<file path="config.mk">
export PLATFORM = sky130hd
export DESIGN_NAME = ir_sweep_sched
export DESIGN_NICKNAME = d
export VERILOG_FILES = /design/src/rtl/ir_sweep_sched.sv
export SDC_FILE = /design/constraint.sdc
export NUM_CORES = 1
export LEC_CHECK = 0
export ABC_AREA = 1
export CAP_MARGIN = 20
export CORE_MARGIN = 2
export CORE_UTILIZATION = 52
export CTS_CLUSTER_SIZE = 10
export DETAILED_ROUTE_END_ITERATION = 8
export PLACE_DENSITY = 0.86
export SLEW_MARGIN = 20
export SYNTH_ARGS = -nofsm -noshare
export SYNTH_HDL_FRONTEND = slang
export SYNTH_SLANG_ARGS = --single-unit
</file>
<file path="constraint.sdc">
create_clock -name clk -period 2.6 [get_ports clk]
set_input_delay 0.52 -clock clk [delete_from_list [all_inputs] [get_ports clk]]
set_output_delay 0.52 -clock clk [all_outputs]
set_load 0.1 [all_outputs]
</file>
<file path="src/rtl/ir_sweep_sched.sv">
`default_nettype none
// ============================================================================
// Module      : ir_sweep_sched
// Description : Sequences the inner/middle/outer IR emitter pairs through the
//               shared A2D and publishes a weighted right-minus-left error.
// Revision    : 1.0 - initial release
// ============================================================================
module ir_sweep_sched #(
    parameter int         SETTLE_CYC = 4096,
    parameter logic [2:0] CH_IN_R    = 3'd1,
    parameter logic [2:0] CH_IN_L    = 3'd0,
    parameter logic [2:0] CH_MID_R   = 3'd4,
    parameter logic [2:0] CH_MID_L   = 3'd2,
    parameter logic [2:0] CH_OUT_R   = 3'd3,
    parameter logic [2:0] CH_OUT_L   = 3'd7
) (
    input  logic               clk,
    input  logic               rst_n,
    input  logic               en,
    output logic               strt_cnv,
    output logic [2:0]         chnnl,
    input  logic               cnv_cmplt,
    input  logic [11:0]        res,
    output logic               IR_in_en,
    output logic               IR_mid_en,
    output logic               IR_out_en,
    output logic signed [15:0] error,
    output logic               err_vld,
    output logic               busy
);

    localparam logic [2:0] c_IDLE   = 3'd0;
    localparam logic [2:0] c_SETTLE = 3'd1;
    localparam logic [2:0] c_CNV_R  = 3'd2;
    localparam logic [2:0] c_WAIT_R = 3'd3;
    localparam logic [2:0] c_CNV_L  = 3'd4;
    localparam logic [2:0] c_WAIT_L = 3'd5;
    localparam logic [2:0] c_NEXT   = 3'd6;
    localparam logic [2:0] c_DONE   = 3'd7;

    localparam logic [15:0] c_SETTLE_LAST = 16'(SETTLE_CYC - 1);

    logic [2:0]         r_state;
    logic [15:0]        r_cnt;
    logic [1:0]         r_pair;
    logic signed [15:0] r_acc;
    logic               r_strt_cnv;
    logic [2:0]         r_chnnl;
    logic               r_ir_in;
    logic               r_ir_mid;
    logic               r_ir_out;
    logic signed [15:0] r_error;
    logic               r_err_vld;
    logic               r_busy;

    logic [15:0]        w_term;
    logic [2:0]         w_ch_r;
    logic [2:0]         w_ch_l;
    logic               w_settle_done;

    // Pair weight 1/2/4 is a left shift by the pair index.
    always_comb begin
        w_term = {4'b0000, res} << r_pair;
        w_ch_r = CH_IN_R;
        w_ch_l = CH_IN_L;
        case (r_pair)
            2'd1: begin
                w_ch_r = CH_MID_R;
                w_ch_l = CH_MID_L;
            end
            2'd2: begin
                w_ch_r = CH_OUT_R;
                w_ch_l = CH_OUT_L;
            end
            default: begin
                w_ch_r = CH_IN_R;
                w_ch_l = CH_IN_L;
            end
        endcase
    end

    assign w_settle_done = (r_cnt == c_SETTLE_LAST);

    always_ff @(posedge clk) begin
        if (!rst_n) begin
            r_state    <= c_IDLE;
            r_cnt      <= 16'd0;
            r_pair     <= 2'd0;
            r_acc      <= 16'sd0;
            r_strt_cnv <= 1'b0;
            r_chnnl    <= 3'd0;
            r_ir_in    <= 1'b0;
            r_ir_mid   <= 1'b0;
            r_ir_out   <= 1'b0;
            r_error    <= 16'sd0;
            r_err_vld  <= 1'b0;
            r_busy     <= 1'b0;
        end else begin
            r_strt_cnv <= 1'b0;
            r_err_vld  <= 1'b0;
            case (r_state)
                // DONE shares IDLE's start logic so back-to-back sweeps lose no cycle.
                c_IDLE, c_DONE: begin
                    if (en) begin
                        r_acc   <= 16'sd0;
                        r_pair  <= 2'd0;
                        r_ir_in <= 1'b1;
                        r_cnt   <= 16'd0;
                        r_busy  <= 1'b1;
                        r_state <= c_SETTLE;
                    end else begin
                        r_busy  <= 1'b0;
                        r_state <= c_IDLE;
                    end
                end
                c_SETTLE: begin
                    r_cnt <= r_cnt + 16'd1;
                    if (w_settle_done) begin
                        r_strt_cnv <= 1'b1;
                        r_chnnl    <= w_ch_r;
                        r_state    <= c_CNV_R;
                    end
                end
                c_CNV_R: begin
                    r_state <= c_WAIT_R;
                end
                c_WAIT_R: begin
                    if (cnv_cmplt) begin
                        r_acc      <= r_acc + signed'(w_term);
                        r_strt_cnv <= 1'b1;
                        r_chnnl    <= w_ch_l;
                        r_state    <= c_CNV_L;
                    end
                end
                c_CNV_L: begin
                    r_state <= c_WAIT_L;
                end
                c_WAIT_L: begin
                    if (cnv_cmplt) begin
                        r_acc   <= r_acc - signed'(w_term);
                        r_state <= c_NEXT;
                    end
                end
                c_NEXT: begin
                    case (r_pair)
                        2'd0: begin
                            r_ir_in  <= 1'b0;
                            r_ir_mid <= 1'b1;
                            r_pair   <= 2'd1;
                            r_cnt    <= 16'd0;
                            r_state  <= c_SETTLE;
                        end
                        2'd1: begin
                            r_ir_mid <= 1'b0;
                            r_ir_out <= 1'b1;
                            r_pair   <= 2'd2;
                            r_cnt    <= 16'd0;
                            r_state  <= c_SETTLE;
                        end
                        default: begin
                            r_ir_out  <= 1'b0;
                            r_error   <= r_acc;
                            r_err_vld <= 1'b1;
                            r_state   <= c_DONE;
                        end
                    endcase
                end
                default: begin
                    r_busy  <= 1'b0;
                    r_state <= c_IDLE;
                end
            endcase
        end
    end

    assign strt_cnv  = r_strt_cnv;
    assign chnnl     = r_chnnl;
    assign IR_in_en  = r_ir_in;
    assign IR_mid_en = r_ir_mid;
    assign IR_out_en = r_ir_out;
    assign error     = r_error;
    assign err_vld   = r_err_vld;
    assign busy      = r_busy;

endmodule
`default_nettype wire

</file>
==> impl_metrics.py <==
metrics = {
    "routing": {
        "vias_per_cell": 5.98,
        "first_iter_violations": 465,
        "totalWireLength_mm": 15.5,
        "antenna_left": 0,
        "wire_per_inst_um": 18.4,
        "num_vias": 5022,
        "drc": 0,
        "first_pass_iters": 8,
    },
    "clock_network": {
        "cts.sinks": 62,
        "clock_latency_ns": 0.35,
        "cts_root_buf": "clkbuf_8",
        "cts_buffers": 9,
        "cts.path.max_buffers": 2,
        "h-tree-depth": 3,
        "cts.reportedPaths.clkPinSlew_ns": 0.07,
        "cts_tree": "built",
    },
    "critical_path": {
        "critPathMaxStageDelay_ns": 0.42,
        "path_class": "register to register",
        "crit_path_start_kind": "register",
        "cp.arrival_ns": 3.53,
        "path_max_fanout": 7,
        "worstPathRequired_ns": 2.89,
        "cp_slowest_cell": "dfxtp_4",
        "cp-end-kind": "register",
        "cp_cell_sequence": "inv_8, buf_6, nand2_2, nand3_1, nand2_1, buf_4, nand2_1, inv_2, nand2_2, o21ai_2, a31oi_1, xor2_1, ha_1, nand2_2, nor3_2, inv_1, nor3_2, nand2_1, nand3_1, nand3_2, a21oi_2",
    },
    "place": {
        "place_congestion": 0.920,
        "dpl-instance-area_sq_mm": 0.00498,
        "io_buffers": 40,
        "hpwl_mm": 8.12,
    },
    "floorplan": {
        "initial_core_util_pct": 54.3,
        "ios": 41,
        "fp.dieW_um": 91.5,
        "fp.dieH_um": 91.5,
        "rows": 31,
        "dieArea_sq_mm": 0.00837,
        "core_area_sq_mm": 0.00733,
    },
    "finish": {
        "syn_to_final_growth_pct": 47.9,
        "final_util_pct": 80.3,
        "n_antenna_cell": 0,
        "nets": 773,
        "design_area_sq_mm": 0.00588,
        "drive_above_1_share_pct": 36.6,
    },
    "run": {
        "cap_violations": 0,
    },
    "timing": {
        "layout_min_cycle_time_ns": 3.24,
        "setup_viol": 13,
        "hold_viol": 0,
        "max_freq_mhz": 308,
        "slew_headroom_pct": 47.5,
        "tightestPinTransition_ns": 0.780,
        "post-route-period-util_pct": 125,
        "setup_ws_ns": -0.642,
        "fin_skew_ns": 0.0117,
        "rsz0062_at_grt": "true",
        "drv_slew": 0,
    },
    "global_route": {
        "grt_max_degree": 28,
        "grtUsageTotal_pct": 29.1,
        "grt_pass1_vias": 4426,
        "grt_pass1_wl_mm": 19.9,
        "antenna_found_initial": 0,
        "grt_overflow_total": 0,
    },
    "logic_synthesis": {
        "synth_most_common_cell": "nand2_1",
        "yosysTopAreaCell": "dfxtp_1",
        "ys.flop_type": "dfxtp_1",
        "ys_seq_area_share_pct": 31.2,
        "synth_area_per_cell_sq_um": 6.66,
        "synth_top_area_share_pct": 31.2,
        "yosysWarnings": 0,
        "synth_common_cells": "nand2_1, dfxtp_1, nand3_1",
        "ys_top_cells_by_area": "dfxtp_1, nand2_1, nand3_1",
        "synth_edf_count": 0,
        "synth_seq_cells": 62,
        "async_flop_share_pct": 0,
        "syn_area_sq_mm": 0.00398,
        "syn_inst": 597,
        "ys_types": 42,
        "synth_nets": 634,
    },
    "outcome": {
        "outcome": "finished with violations",
        "violations": "setup timing",
    },
    "pwr": {
        "vdd_drop_max_v": 0.000546,
        "p_leak_nw": 2.66,
        "powerDensity_mw_per_mm2": 685,
    },
    "min_path": {
        "hold_class": "register to register",
    },
}
placed cells by master, fill, tap and decap left out, types with 16 or more instances in the layout:
| cell | count |
|---|---|
| nand2_2 | 26 |
| dfxtp_1 | 60 |
| buf_4 | 115 |
| nand2_1 | 133 |
| a21oi_2 | 16 |
| nor2_1 | 35 |
| a21oi_1 | 31 |
| nand3_1 | 49 |
| inv_1 | 49 |
through the flow:
stage | setup slack (ns) | instances | power, mW | hold WS, ns | setup TNS [ns]
floorplan | -0.110 | 597 | 2.09 | 0.443 | -0.154
global placement | -0.788 | 793 | 2.52 | 0.457 | -8.73
detailed placement | -0.939 | 793 | 2.57 | 0.462 | -10.41
CTS | -0.396 | 829 | 3.59 | 0.473 | -1.79
global route | -0.688 | 840 | 4.15 | 0.489 | -5.53
finish | -0.642 | 840 | 4.03 | 0.470 | -4.12
routing by layer:
layer  routed length [um]  GRT usage, %  vias to the layer above
met1                 5670          35.3                     2312
met5                    0             0                        -
met2                 7500          51.6                      334
met3                 1280          5.15                      119
met4                 1010          9.60                        0
li1                     -             -                     2257
worst max-delay path, delay by kind of cell, from the launching register on:
kind | cells | cell delay (ns)
simple gates | 11 | 1.32
compound gates | 3 | 0.40
fa+ha+maj | 1 | 0.37
buf+inv | 5 | 0.47
flops | 1 | 0.42
xor+xnor | 1 | 0.18
cell families (layout without fill, tap and decap cells):
logic type / count (synthesis) / after routing / synth area share, %
xor gates and xnor gates: 19 / 19 / 4.18
AOI/OAI and AO/OA: 108 / 108 / 15.6
adders and majority gates: 21 / 21 / 6.79
and+or+nand+nor: 307 / 307 / 34.2
DFF: 62 / 62 / 31.2
buffers and inverters: 80 / 224 / 8.05
path summary, 6_finish.rpt:
check | end | slack, ns | depth (start not counted) | startpoint
setup / recovery | r_acc[14]$_SDFFE_PN0P_ | -0.64 | 21 | r_pair[0]$_SDFFE_PN0P_
hold / removal | error[12]$_SDFFE_PN0P_ | 0.47 | 2 | error[12]$_SDFFE_PN0P_
setup reg to reg | r_acc[14]$_SDFFE_PN0P_ | -0.64 | 21 | r_pair[0]$_SDFFE_PN0P_
hold reg to reg | error[12]$_SDFFE_PN0P_ | 0.47 | 2 | error[12]$_SDFFE_PN0P_
where the power goes:
group	switching, mW	internal [mW]	leakage (nW)
sequential	0.0645	1.01	0.502
clock	0.402	0.495	0.0996
combinational	1.28	0.778	2.06
total	1.74	2.29	2.66
registers in the layout (all words and copies together), names as in the netlist, 2 cells and up:
signal and cells:
error 16, r_acc 16, r_cnt 16, chnnl 3, r_state 3, r_pair 2
cell type report:
class	count	area [sq um]
clock buffers	13	159
clock inverters	3	42.5
fillers	434	1450
inverters	68	270
multi-input cells	455	2910
flip-flops and latches	62	1250
well taps	99	124
repair buffers	140	1120
repair_timing:
item | 4_1_cts | 5_1_grt
pin swaps | 36 | 37
hold buffers | 0 | 0
buffers inserted | 20 | 11
resized for setup | 51 | 78
setup endpoints to repair | 14 | 13
Power figures use the tool's default switching activity.
